$ cat src/rtl/pt2272_output_latch_if.sv
// Bundles the decoder-side frame inputs and the user-facing outputs of the PT2272 output latch.
interface pt2272_output_latch_if;
  logic [3:0] D_in;
  logic       dv_in;
  logic       latch_mode;
  logic [3:0] D_out;
  logic       vt;
  logic       new_code;

  modport master (output D_in, dv_in, latch_mode, input D_out, vt, new_code);
  modport slave  (input D_in, dv_in, latch_mode, output D_out, vt, new_code);
endinterface

$ cat src/rtl/pt2272_output_latch.sv
// Confirms CONFIRM identical decoded words before committing them, drives VT from a frame timeout.
// One registered stage: D_out/vt/new_code change right after the confirming or expiring edge.
module pt2272_output_latch #(
  parameter int CONFIRM = 2,
  parameter int TIMEOUT = 200000
) (
  input logic                   clk,
  input logic                   reset,
  pt2272_output_latch_if.slave  bus
);
  localparam int TW = $clog2(TIMEOUT + 1);
  localparam logic [3:0]    CONF = 4'(CONFIRM);
  localparam logic [TW-1:0] TMAX = TW'(TIMEOUT);

  typedef enum logic [1:0] {IDLE, CONFIRMING, ACTIVE} state_t;

  state_t        state, state_nxt;
  logic [3:0]    cand, cand_nxt, cand_upd;
  logic [3:0]    cnt, cnt_nxt, cnt_upd;
  logic [TW-1:0] timer, timer_nxt;
  logic [3:0]    d_out, d_out_nxt;
  logic          new_code, new_code_nxt;
  logic          vt;
  logic          commit, expired;

  // Candidate tracking is independent of state; commit/expiry decisions build on it.
  always_comb begin
    cand_upd = cand;
    cnt_upd  = cnt;
    if (bus.dv_in) begin
      if (bus.D_in == cand && cnt != 4'd0) begin
        cnt_upd = (cnt < CONF) ? cnt + 4'd1 : CONF;
      end else begin
        cand_upd = bus.D_in;
        cnt_upd  = 4'd1;
      end
    end
    commit  = bus.dv_in && (cnt_upd == CONF) && (state != ACTIVE || cand_upd != d_out);
    expired = !bus.dv_in && (timer == TMAX) && (state != IDLE);
  end

  always_comb begin
    state_nxt    = state;
    cand_nxt     = cand_upd;
    cnt_nxt      = cnt_upd;
    d_out_nxt    = d_out;
    new_code_nxt = 1'b0;
    if (bus.dv_in)
      timer_nxt = '0;
    else if (timer == TMAX)
      timer_nxt = timer;
    else
      timer_nxt = timer + TW'(1);

    case (state)
      IDLE: begin
        if (bus.dv_in) state_nxt = CONFIRMING;
      end
      CONFIRMING: begin
        if (expired) begin
          state_nxt = IDLE;
          cnt_nxt   = 4'd0;
        end
      end
      ACTIVE: begin
        if (expired) begin
          state_nxt = IDLE;
          cnt_nxt   = 4'd0;
          if (!bus.latch_mode) d_out_nxt = 4'd0;
        end
      end
      default: state_nxt = IDLE;
    endcase

    // commit and expiry are mutually exclusive: commit needs dv_in, expiry needs its absence
    if (commit) begin
      d_out_nxt    = cand_upd;
      new_code_nxt = 1'b1;
      state_nxt    = ACTIVE;
    end
  end

  always_ff @(posedge clk) begin
    if (reset) begin
      state    <= IDLE;
      cand     <= 4'd0;
      cnt      <= 4'd0;
      timer    <= '0;
      d_out    <= 4'd0;
      new_code <= 1'b0;
      vt       <= 1'b0;
    end else begin
      state    <= state_nxt;
      cand     <= cand_nxt;
      cnt      <= cnt_nxt;
      timer    <= timer_nxt;
      d_out    <= d_out_nxt;
      new_code <= new_code_nxt;
      vt       <= (state_nxt == ACTIVE);
    end
  end

  assign bus.D_out    = d_out;
  assign bus.vt       = vt;
  assign bus.new_code = new_code;
endmodule

$ cat src/flat_wrapper.sv
// flat-port wrapper written by rule: the top's interface ports become plain ports
module pt2272_output_latch_flat 
#(
  parameter int CONFIRM = 2,
  parameter int TIMEOUT = 200000
)
  (clk, reset, bus_D_in, bus_dv_in, bus_latch_mode, bus_D_out, bus_vt, bus_new_code);
  pt2272_output_latch_if bus_i ();
  input logic clk;
  input logic reset;
  input wire logic [$bits(bus_i.D_in)-1:0] bus_D_in;
  input wire logic [$bits(bus_i.dv_in)-1:0] bus_dv_in;
  input wire logic [$bits(bus_i.latch_mode)-1:0] bus_latch_mode;
  output wire logic [$bits(bus_i.D_out)-1:0] bus_D_out;
  output wire logic [$bits(bus_i.vt)-1:0] bus_vt;
  output wire logic [$bits(bus_i.new_code)-1:0] bus_new_code;
  assign bus_i.D_in = bus_D_in;
  assign bus_i.dv_in = bus_dv_in;
  assign bus_i.latch_mode = bus_latch_mode;
  assign bus_D_out = bus_i.D_out;
  assign bus_vt = bus_i.vt;
  assign bus_new_code = bus_i.new_code;
  pt2272_output_latch #(.CONFIRM(CONFIRM), .TIMEOUT(TIMEOUT)) u_core (.clk(clk), .reset(reset), .bus(bus_i));
endmodule
$ cat config.mk
export PLATFORM = sky130hd
export DESIGN_NAME = pt2272_output_latch_flat
export DESIGN_NICKNAME = d
export VERILOG_FILES = /design/src/rtl/pt2272_output_latch_if.sv /design/src/rtl/pt2272_output_latch.sv /design/src/flat_wrapper.sv
export SDC_FILE = /design/constraint.sdc
export NUM_CORES = 1
export LEC_CHECK = 0
export CORE_ASPECT_RATIO = 0.5
export CORE_MARGIN = 4
export CORE_UTILIZATION = 48
export DETAILED_ROUTE_END_ITERATION = 8
export PLACE_DENSITY = 0.64
export SLEW_MARGIN = 20
export SYNTH_ARGS = -nofsm -noshare
export SYNTH_HDL_FRONTEND = slang
export SYNTH_SLANG_ARGS = --single-unit
$ cat constraint.sdc
create_clock -name clk -period 4.8 [get_ports clk]
set_clock_uncertainty 0.2 [all_clocks]
set_input_delay 0.96 -clock clk [delete_from_list [all_inputs] [get_ports clk]]
set_output_delay 0.96 -clock clk [all_outputs]
set_load 0.03 [all_outputs]
---- Word level (Yosys, flattened, before mapping) ----
Cells that the tools add are included.
storage, ports and cells
  register bits after elaboration ......... 34
  input port bits ......................... 8
  output and inout port bits .............. 6
  word-level logic and storage cells ...... 50
operators by class
  add/subtract/negate cells ............... 2
  $lt $le $gt $ge ......................... 1
  eq/ne operators ......................... 9
  multiplexer cells ....................... 16
  reduce and logical (&&, ||, !) cells .... 15
operators with widths
  operator                                             number
  2-to-1 mux 4 bit                                     11
  adder 18 x 1 -> 18 bit (second input constant)       1
  == test 18 bit (second input constant)               1
  2-to-1 mux 2 bit                                     3
  nonzero test 2 bit                                   3
  logical AND 1 bit                                    5
  adder 4 x 1 -> 4 bit (second input constant)         1
  == test 2 bit (second input constant)                2
  == test 4 x 2 -> 1 bit (second input constant)       1
  == test 4 bit                                        1
  < comparator 4 x 2 -> 1 bit (second input constant)  1
  != test 4 bit                                        1
  case mux 2 bit (2 select lines)                      1
  nonzero test 4 bit                                   1
  OR reduction 2 bit                                   2
  AND reduction 3 bit                                  1
  == test 2 x 1 -> 1 bit (second input constant)       1
  zero test 2 bit                                      1
  != test 2 x 1 -> 1 bit (second input constant)       1
  != test 2 bit (second input constant)                1
  zero test 1 bit                                      1
  logical OR 1 bit                                     1
  2-to-1 mux 1 bit                                     1

---- Longest topological paths before layout ----
  depth after elaboration ................. 9
  mapped depth ............................ 8
  gate-level depth less buffers ........... 7

---- Least setup slack after synthesis ----
Ideal clock, no wire load.
  path kind ............................... input port to flip-flop
  start ................................... input port bus_dv_in
  end ..................................... register u_core.d_out[2], in the netlist u_core.bus.D_out[2]
  library setup time ...................... 119 ps
  arrival ................................. 2,168 ps
  data required time ...................... 4,481 ps
  slack ................................... 2,313 ps
  stages .................................. 7
  buffers on the path ..................... 2
  cells stage by stage .................... buf_2 > mux2i_1 > xnor2_1 > nor3_1 > a311o_1 > buf_4 > mux2i_1
between the ends
  longest elaborated chain between the ends .. 6
  elaborated cells on any way between the ends .. 15
  those cells by class .................... eq/ne: 3; mux: 3; reduce/logical: 9
RTL lines
  item                                                                           RTL line                   RTL
  start: declaration                                                             flat_wrapper.sv:12         input wire logic [$bits(bus_i.dv_in)-1:0] bus_dv_in;
  2-to-1 mux 4 bit                                                               pt2272_output_latch.sv:30  if (bus.dv_in) begin
  == test 4 x 2 -> 1 bit / != test 4 bit (equally long branches)                 pt2272_output_latch.sv:38  commit = bus.dv_in && (cnt_upd == CONF) && (state != ACTIVE || cand_upd != d_out);
  logical AND 1 bit / logical OR 1 bit (equally long branches)                   pt2272_output_latch.sv:38
  logical AND 1 bit                                                              pt2272_output_latch.sv:38
  != test 2 x 1 -> 1 bit (no line) / nonzero test 2 bit (equally long branches)  n/a
  AND reduction 3 bit (no line)                                                  n/a
  end signal: assignment                                                         pt2272_output_latch.sv:97  d_out <= d_out_nxt;
  end: declaration                                                               pt2272_output_latch.sv:21  logic [3:0] d_out, d_out_nxt;
Parallel ways exist; a longest one is shown, timed or not.
A chain may end at the register's enable or synchronous reset.

---- Worst setup path after layout ----
  start ................................... input port bus_dv_in
  end ..................................... register u_core.d_out[3], in the netlist u_core.bus.D_out[3]
Same word-level chain as after synthesis.

==> results.py <==
metrics = {
    "placement": {
        "port_buffers": 13,
        "gp_congestion": 0.744,
        "dp.cells": 262,
        "hpwl_um": 2530,
    },
    "timing": {
        "hold_viol": 0,
        "max-slew-margin-rel_pct": 47.2,
        "setup_viol": 0,
        "fin_crit_ns": 3.23,
        "rsz0062_at_grt": "no",
        "hold_ws_ns": 0.298,
        "fin_crit_sh_pct": 67.4,
        "tns_ns": 0,
        "fmax_mhz": 309,
        "tightestPinTransition_ns": 0.790,
        "final-max-slew-violation-count": 0,
    },
    "finish": {
        "layout.cells.non_filler": 270,
        "layout-drive-gt1-share_pct": 8.22,
        "area_growth_pct": 14.1,
        "num-nets-final": 233,
        "n_antenna_cell": 0,
        "seq_area_um2": 681,
        "multi_input_area_um2": 1020,
        "fill_cells": 354,
    },
    "clocking": {
        "cts_made_buffers": 5,
        "cts_buffer_depth": 2,
        "clk_latency_ns": 0.28,
        "h-tree-depth": 2,
        "tritoncts": "yes",
        "cts_resized": 0,
        "clock-sinks": 34,
        "cts_hold_buf": 0,
        "path_clk_slew_ns": 0.07,
        "root_buffer": "clkbuf_8",
        "cts_setup_buffers": 0,
    },
    "drt": {
        "avgViaCountPerCell": 5.28,
        "drc": 0,
        "firstDrtPassIters": 4,
        "wl_per_cell_um": 12.9,
        "route.vias.total": 1426,
        "drtAntennaViolNets": 0,
        "drtIter0Drc": 28,
        "routed_wl_um": 3490,
    },
    "status": {
        "status": "complete, no violations",
    },
    "hold_path": {
        "hold_path_end": "u_core.cnt[3]$_SDFF_PP0_",
        "hold_depth": 1,
        "hold_start": "u_core.cnt[3]$_SDFF_PP0_",
        "hp-class": "reg -> reg",
    },
    "flow_run": {
        "cap_violations": 0,
    },
    "yosys": {
        "synthTopCellsByArea": "dfxtp_1, xnor2_1, mux2i_1, ha_1, nor2_1",
        "ys_seq_area_share_pct": 37.9,
        "yosysUniqueCellTypes": 44,
        "synthesis.instances": 205,
        "synth_area_um2": 1800,
        "synth_top_area_share_pct": 37.9,
        "syn_nets": 220,
        "ys_seq_elements": 34,
        "yosysWarnings": 0,
        "yosysTopAreaCell": "dfxtp_1",
        "avgSynthCellArea_um2": 8.76,
    },
    "die": {
        "fp.dieW_um": 94.5,
        "fp-row-count": 15,
        "dieArea_um2": 4850,
        "core_area_um2": 3510,
        "die_y_um": 51.3,
        "io_pins": 14,
        "initial_utilization_pct": 51.2,
    },
    "power": {
        "power_switching_mw": 0.135,
        "internal-power_mw": 0.424,
        "leakage_nw": 0.756,
        "ir_drop_mv": 0.161,
        "total_power_mw": 0.558,
        "seq_power_share_pct": 52.3,
        "powerDensity_nw_per_um2": 272,
        "swShare_pct": 24.1,
        "pwr-share-comb_pct": 8.2,
        "p_clk_share_pct": 39.5,
    },
    "worst_setup_path": {
        "crit-reg2reg-capture": "u_core.bus.D_out[3]$_SDFFE_PP0P_",
        "worstPathArrival_ns": 3.25,
        "crit_required_ns": 4.81,
        "crit_fanout": 19,
        "crit_path_end_kind": "register",
        "worst-r2r-cell-count": 6,
        "worstSetupPathType": "in -> reg",
        "start_kind": "input port",
        "r2r_start": "u_core.state[0]$_SDFF_PP0_",
        "worst-r2r-setup-slack_ns": 2.61,
    },
    "grt": {
        "grt_usage_pct": 16.1,
        "grt_start_max_net_pins": 20,
        "grt_pass1_wl_um": 5960,
        "antenna_found_initial": 0,
        "grt_overflow_total": 0,
        "grt_pass1_vias": 1365,
    },
}
## sequential cells by signal (all words and copies together), names as in the netlist
name and count:
u_core.timer 18, u_core.bus.vt 1, u_core.cnt 4, u_core.cand 4, u_core.bus.new_code 1, u_core.state 2
u_core.bus.D_out 4
## worst max path at each step
stage                     slack [ns]  startpoint                               end  cells after the start
after floorplan                 2.31   bus_dv_in  u_core.bus.D_out[2]$_SDFFE_PP0P_                      7
after global placement          1.38   bus_dv_in  u_core.bus.D_out[2]$_SDFFE_PP0P_                      6
after detailed placement        1.25   bus_dv_in  u_core.bus.D_out[3]$_SDFFE_PP0P_                      6
after CTS                       1.54   bus_dv_in  u_core.bus.D_out[3]$_SDFFE_PP0P_                      6
after global routing            1.40   bus_dv_in  u_core.bus.D_out[3]$_SDFFE_PP0P_                      6
final                           1.57   bus_dv_in  u_core.bus.D_out[3]$_SDFFE_PP0P_                      6
## cell families (layout without fill, tap and decap cells)
logic type	Yosys count	count (layout)	share of synthesized area [%]
fa+ha+maj	7	7	4.87
compound gates	22	22	9.05
flops	34	34	37.9
simple gates	88	88	26.8
buf+inv	22	36	5.08
mux	10	10	5.57
xor+xnor	22	22	10.7
## cells in the mapped netlist (all sizes together)
cell type and number:
nor4b 2, buf 5, nand2b 4, ha 7
nor4 4, o211a 1, nor3b 1, o21a 1
inv 15, clkbuf 2, nand3b 2, a2111oi 1
xnor2 13, and4 1, a41oi 1, or3b 1
nand3 12, or2 7, a311o 1, a21o 2
o32a 1, o211ai 1, o21ai 1, nand4 5
o41a 1, a31oi 2, a311oi 1, nor2 23
mux2i 10, o41ai 1, or3 4, or4b 1
xor2 9, a22o 1, nand2 12, and3 1
nor3 8, dfxtp 34, a21oi 6
## stage by stage
step	setup WS (ns)	util, %	cell area (µm²)
after global routing	1.40	58.4	2050
after detailed placement	1.25	55.7	1960
final	1.57	58.4	2050
after CTS	1.54	58.4	2050
after floorplan	2.31	-	1800
after global placement	1.38	55.7	1960
## final cells by class
class	count	share of cell area, %
inverter	15	2.75
clock inverter	2	0.610
tap	51	3.11
clock buffer	6	4.03
sequential	34	33.2
multi-input combinational	149	50.0
timing repair buffer	13	6.35
## cells in the final DEF, fill, tap and decap left out, drive strengths merged, types with 7 or more instances in the layout
cell type / count
inv: 15
nand3: 12
or2: 7
xnor2: 13
mux2i: 10
dfxtp: 34
nand2: 12
nor3: 8
clkdlybuf4s50: 13
xor2: 9
nor2: 23
ha: 7
## layer usage
layer / up-vias / part of all wire, % / GRT usage (%)
li1: 736 / - / -
met1: 661 / 50 / 20.1
met2: 23 / 44 / 25.6
met3: 6 / 4.3 / 5.59
met4: 0 / 1.4 / 5.98
met5: - / 0 / 0
## power groups by stage
stage	logic, mW	registers (mW)	clock network, mW
6_report	0.0460	0.292	0.221
5_1_grt	0.0517	0.292	0.242
4_1_cts	0.0466	0.292	0.229
3_5_place_dp	0.0464	0.298	0
3_3_place_gp	0.0455	0.298	0
2_1_floorplan	0.0344	0.296	0
## critical path, cell delays in order
cell and delay (ns):
clkdlybuf4s50_1 0.98, mux2i_1 0.33, xnor2_1 0.09, nor3_1 0.23, a311o_1 0.41, mux2i_1 0.24
No activity file was read; power rests on OpenSTA's default activity.
